### config.mk
export PLATFORM = sky130hd
export DESIGN_NAME = t07_button_event_generator
export DESIGN_NICKNAME = d
export VERILOG_FILES = /design/src/rtl/t07_button_event_generator.sv
export SDC_FILE = /design/constraint.sdc
export NUM_CORES = 1
export LEC_CHECK = 0
export ABC_AREA = 1
export ABC_CLOCK_PERIOD_IN_PS = 1920
export CORE_ASPECT_RATIO = 1.75
export CORE_MARGIN = 5
export CORE_UTILIZATION = 55
export DETAILED_ROUTE_END_ITERATION = 12
export GPL_TIMING_DRIVEN = 1
export PLACE_DENSITY = 0.76
export SLEW_MARGIN = 40
export SYNTH_ARGS = -nofsm -noshare
export SYNTH_HDL_FRONTEND = slang
export SYNTH_SLANG_ARGS = --single-unit
export TNS_END_PERCENT = 50
### constraint.sdc
create_clock -name clk -period 1.92 [get_ports clk]
set_input_delay 0.384 -clock clk [delete_from_list [all_inputs] [get_ports clk]]
set_output_delay 0.384 -clock clk [all_outputs]
set_load 0.01 [all_outputs]
### src/rtl/t07_button_event_generator.sv
// t07_button_event_generator: debounced, priority-encoded push-button events with auto-repeat
//   clk       in   1  system clock, rising edge
//   nrst      in   1  asynchronous active-low reset
//   btn_raw   in   6  raw active-high button lines, async to clk (bit0=SELECT .. bit5=BACK)
//   en        in   1  enable; low forces IDLE and suppresses events
//   key_code  out  6  one-hot code of the current event, zero when key_valid=0
//   key_valid out  1  one-cycle press or repeat strobe
//   key_rpt   out  1  qualifies key_valid as a repeat event
//   key_held  out  1  high while a confirmed press is held (HELD or REPEAT)
module t07_button_event_generator #(
  parameter int DEBOUNCE_CYCLES = 10000,
  parameter int REPEAT_DELAY    = 500000,
  parameter int REPEAT_RATE     = 100000,
  parameter int CNT_W           = 20
) (
  input  logic       clk,
  input  logic       nrst,
  input  logic [5:0] btn_raw,
  input  logic       en,
  output logic [5:0] key_code,
  output logic       key_valid,
  output logic       key_rpt,
  output logic       key_held
);
  localparam logic [CNT_W-1:0] DB_LAST = CNT_W'(DEBOUNCE_CYCLES - 1);
  localparam logic [CNT_W-1:0] RD_LAST = CNT_W'(REPEAT_DELAY - 1);
  localparam logic [CNT_W-1:0] RR_LAST = CNT_W'(REPEAT_RATE - 1);
  typedef enum logic [2:0] {IDLE, DEBOUNCE, HELD, REPEAT, RELEASE} state_t;
  state_t           state, state_nx;
  logic [5:0]       sync1, s, code, cand, cand_nx;
  logic [CNT_W-1:0] cnt, cnt_nx;
  logic             fire, rpt;
  logic [5:0]       key_code_nx;
  logic             key_valid_nx, key_rpt_nx, key_held_nx;
  // two-FF synchronizer per button line
  always_ff @(posedge clk or negedge nrst)
    if (!nrst) begin
      sync1 <= '0;
      s     <= '0;
    end else begin
      sync1 <= btn_raw;
      s     <= sync1;
    end
  // isolate the lowest set bit so SELECT has the highest priority
  assign code = s & (~s + 6'd1);
  // state register, also holding the registered outputs
  always_ff @(posedge clk or negedge nrst)
    if (!nrst) begin
      state     <= IDLE;
      cnt       <= '0;
      cand      <= '0;
      key_code  <= '0;
      key_valid <= 1'b0;
      key_rpt   <= 1'b0;
      key_held  <= 1'b0;
    end else begin
      state     <= state_nx;
      cnt       <= cnt_nx;
      cand      <= cand_nx;
      key_code  <= key_code_nx;
      key_valid <= key_valid_nx;
      key_rpt   <= key_rpt_nx;
      key_held  <= key_held_nx;
    end
  // next-state logic; fire/rpt mark the cycle whose edge registers a strobe
  always_comb begin
    state_nx = state;
    cnt_nx   = cnt;
    cand_nx  = cand;
    fire     = 1'b0;
    rpt      = 1'b0;
    case (state)
      IDLE:
        if (s != 6'd0) begin
          cand_nx  = code;
          cnt_nx   = '0;
          state_nx = DEBOUNCE;
        end
      DEBOUNCE:
        if (code != cand) state_nx = IDLE;
        else if (cnt == DB_LAST) begin
          fire     = 1'b1;
          cnt_nx   = '0;
          state_nx = HELD;
        end else cnt_nx = cnt + 1'b1;
      HELD:
        if (code != cand) begin
          cnt_nx   = '0;
          state_nx = RELEASE;
        end else if (cnt == RD_LAST) begin
          fire     = 1'b1;
          rpt      = 1'b1;
          cnt_nx   = '0;
          state_nx = REPEAT;
        end else cnt_nx = cnt + 1'b1;
      REPEAT:
        if (code != cand) begin
          cnt_nx   = '0;
          state_nx = RELEASE;
        end else if (cnt == RR_LAST) begin
          fire   = 1'b1;
          rpt    = 1'b1;
          cnt_nx = '0;
        end else cnt_nx = cnt + 1'b1;
      RELEASE:
        // any activity restarts the quiet window; a glitch while held lands here too
        if (s != 6'd0) cnt_nx = '0;
        else if (cnt == DB_LAST) state_nx = IDLE;
        else cnt_nx = cnt + 1'b1;
      default: state_nx = IDLE;
    endcase
    if (!en) begin
      state_nx = IDLE;
      cnt_nx   = '0;
      cand_nx  = '0;
      fire     = 1'b0;
      rpt      = 1'b0;
    end
  end
  // output logic, registered by the state register
  always_comb begin
    key_valid_nx = fire;
    key_rpt_nx   = rpt;
    key_code_nx  = fire ? cand : 6'd0;
    key_held_nx  = (state_nx == HELD) || (state_nx == REPEAT);
  end
endmodule

==> results.yml <==
run_status:
  status: "complete, but fails checks"
  violations_in_the_final_reports: "negative setup slack"
critical_path:
  timing.setup.critical_path_class: "register to register"
  crit_fanout: 8
  worst_setup_path_start_kind: "register"
  timing.critical_path.slowest_cell_delay_ns: 0.45
  path_common_cell: "nand3_1"
  cp_slowest_cell: "dfrtp_2"
  timing.critical_path.buf_inv: 2
  largest_delay_share_family_worst_path: "simple AND/OR/NAND/NOR gates"
  critical_path_required_time_ns: 2.13
  worstPathArrival_ns: 2.16
  worst_setup_path_end_kind: "register"
  worstPathCellList: "buf_4 -> nor2_2 -> nand3_1 -> nor3_2 -> a21oi_4 -> nand2_8 -> nor2_4 -> buf_12 -> nand3_1 -> nand2_1"
detailed_routing:
  final_wl_mm: 7.20
  routed_via_density: 5.53
  vias: 2532
  dr.pass1.iters: 4
  detail_route.iter0.violations: 157
  drt.antenna.violating_nets: 0
  wl_per_cell_um: 15.7
  post-route-drc-count: 0
global_routing:
  grt_first_pass_wirelength_mm: 11.2
  via_count_of_the_first_global_routing_pass: 2462
  grt-ovfl-total: 0
  grt_max_degree: 51
  groute.usage.overall_pct: 21.0
  antenna_found_initial: 0
placement:
  dp_hpwl_mm: 4.86
  placedInstanceArea_um2: 3120
  post-place-ws_ns: 0.0000484
  io_buffers: 17
  globalplace.congestion: 0.940
synth:
  synth.distinct_cells: 30
  synth.yosys.seq_area_share_pct: 43.9
  yosysWarnings: 0
  netlist_instances: 362
  area_share_of_the_leading_cell_type_in_the_synthesized_netlist_pct: 43.9
  post_synth_instance_area_um2: 2850
  synth_largest_area_cell: "dfrtp_1"
  syn-num-nets: 372
  post_synth_main_area_contributors: "dfrtp_1 (44%), nand2_1 (12%), inv_1 (6.1%), nor2_1 (6.1%), nand3_1 (5.4%)"
  synth_seq_cells: 50
  synth_area_per_cell_um2: 7.87
cells_and_area:
  layout.filler_cells: 383
  n_antenna_cell: 0
  post_route_cells_drive_above_1_share_pct: 25.2
  layout-area-overhead-vs-synth_pct: 26.2
  layout.nets: 413
  design_area_um2: 3600
  most_common_cell_after_layout_fill_and_taps_aside: "nand2_1"
  most-common-layout-cells: "nand2_1 (88), dfrtp_1 (46), inv_1 (44)"
power_and_ir_drop:
  seq_power_share_pct: 48.4
  clock_power_share_pct: 39.2
  p_switching_uw: 550
  power_frac_comb_pct: 12.4
  power_per_cell_area_nw_per_um2: 627
  vdd_ir_drop_max_mv: 0.397
  swShare_pct: 24.4
  internal_power_uw: 1700
  leakage_uw: 0.00170
  total_design_power_uw: 2250
cts:
  clock_tree.root_cell: "clkbuf_8"
  ctsHtreeMaxLevel: 2
  clk_path_buf_depth: 2
  tritoncts: "done"
  path_clk_slew_ns: 0.10
  worstSkewPairLatency_ns: 0.31
  numCtsBuffers: 5
  cts.sinks: 50
sta:
  fin_clk_skew_ns: 0.00685
  worst_slew_pin_slew_ns: 0.610
  grt_setup_unrepaired: "yes"
  post-route-min-period_ns: 1.95
  timing.slew.headroom_pct: 59.4
  report.final.hold_viol_count: 0
  max_freq_ghz: 0.513
  report.final.setup_viol: 8
  timing.final.crit_share_pct: 102
  post-route-worst-setup-slack_ns: -0.0291
  timing.final.max_slew_violations: 0
hold_path:
  worstHoldPathType: "input pin to asynchronous set/reset pin"
floorplan:
  std_cell_rows: 34
  standard_cell_core_area_um2: 5020
  horiz_die_dim_um: 64.4
  die_y_um: 105
  dieArea_um2: 6780
  floorplan.initialDensity_pct: 56.8
  floorplan.io_pins: 18
run:
  maxCapViolCount: 0
## path summary, 6_finish.rpt
kind	start	end	slack [ns]	cells past startpoint
worst min register to register	sync1[0]	s[0]	0.36	0
worst min-delay path	nrst	key_code[1]	0.16	2
worst max register to register	s[1]	cnt[4]	-0.03	10
worst max-delay path	s[1]	cnt[4]	-0.03	10
max in group asynchronous	nrst	cnt[2]	1.31	2
min in group clk	sync1[0]	s[0]	0.36	0
## per-stage QoR
step	setup TNS (ns)	hold WS (ns)	util (%)	instances
finish	-0.146	0.165	71.7	458
global route	-2.51	0.219	71.7	458
CTS	-0.00978	0.181	65.2	446
detailed placement	0	0.339	62.2	437
global placement	0	0.334	62.2	437
floorplan	0	0.0884	-	362
## cell families (layout without fill, tap and decap cells)
logic type | after synthesis | after routing | share of synthesized area (%)
xor gates and xnor gates | 16 | 16 | 4.92
adders and majority gates | 1 | 1 | 0.439
and+or+nand+nor | 217 | 219 | 37.5
AOI/OAI and AO/OA | 18 | 18 | 4.08
DFF | 50 | 50 | 43.9
buffers and inverters | 60 | 100 | 9.13
## routing by layer
| layer | global-route usage (%) | vias to the layer above | wire length (um) |
|---|---|---|---|
| met2 | 39.6 | 64 | 4090 |
| li1 | - | 1235 | - |
| met5 | 0 | - | 0 |
| met4 | 11.0 | 0 | 329 |
| met1 | 21.7 | 1205 | 2590 |
| met3 | 2.88 | 28 | 183 |
## what timing repair did
item                       4_1_cts  5_1_grt
resized for setup                3       48
hold buffers                     0        0
gates cloned                     1        2
pin swaps                        1       23
buffers inserted                 0       10
setup endpoints to repair        9       28
## sequential cells by signal, summed over array words and instances (netlist names), 3 cells and up
name      cells
key_code      6
cand          6
cnt          20
state         3
sync1         6
s             6
## Yosys cell counts (all sizes together)
library cell,n
xor2,16
o22ai,6
a21boi,1
o21ai,2
dfrtp,50
nand3,46
nand4,12
nand2,97
a31oi,2
inv,47
clkinv,1
clkbuf,3
ha,1
o211ai,1
buf,9
a21oi,4
nor2,51
nor3,11
a221oi,2
## final cells by class
type | instances | area (um2) | area share, %
multi-input cells | 254 | 1530 | 42.6
flip-flops and latches | 50 | 1260 | 34.9
repair buffers | 44 | 420 | 11.7
inverters | 48 | 183 | 5.08
clock buffers | 5 | 68.8 | 1.91
clock inverters | 3 | 68.8 | 1.91
well taps | 54 | 67.6 | 1.88
## power groups by stage
| stage | combinational, uW | clock, uW | sequential, uW |
|---|---|---|---|
| after floorplan | 131 | 0 | 1110 |
| final | 280 | 885 | 1090 |
| after global placement | 192 | 0 | 1110 |
| after global routing | 302 | 940 | 1090 |
| after CTS | 199 | 892 | 1090 |
| after detailed placement | 195 | 0 | 1110 |
(Power assumes the default switching activity.)
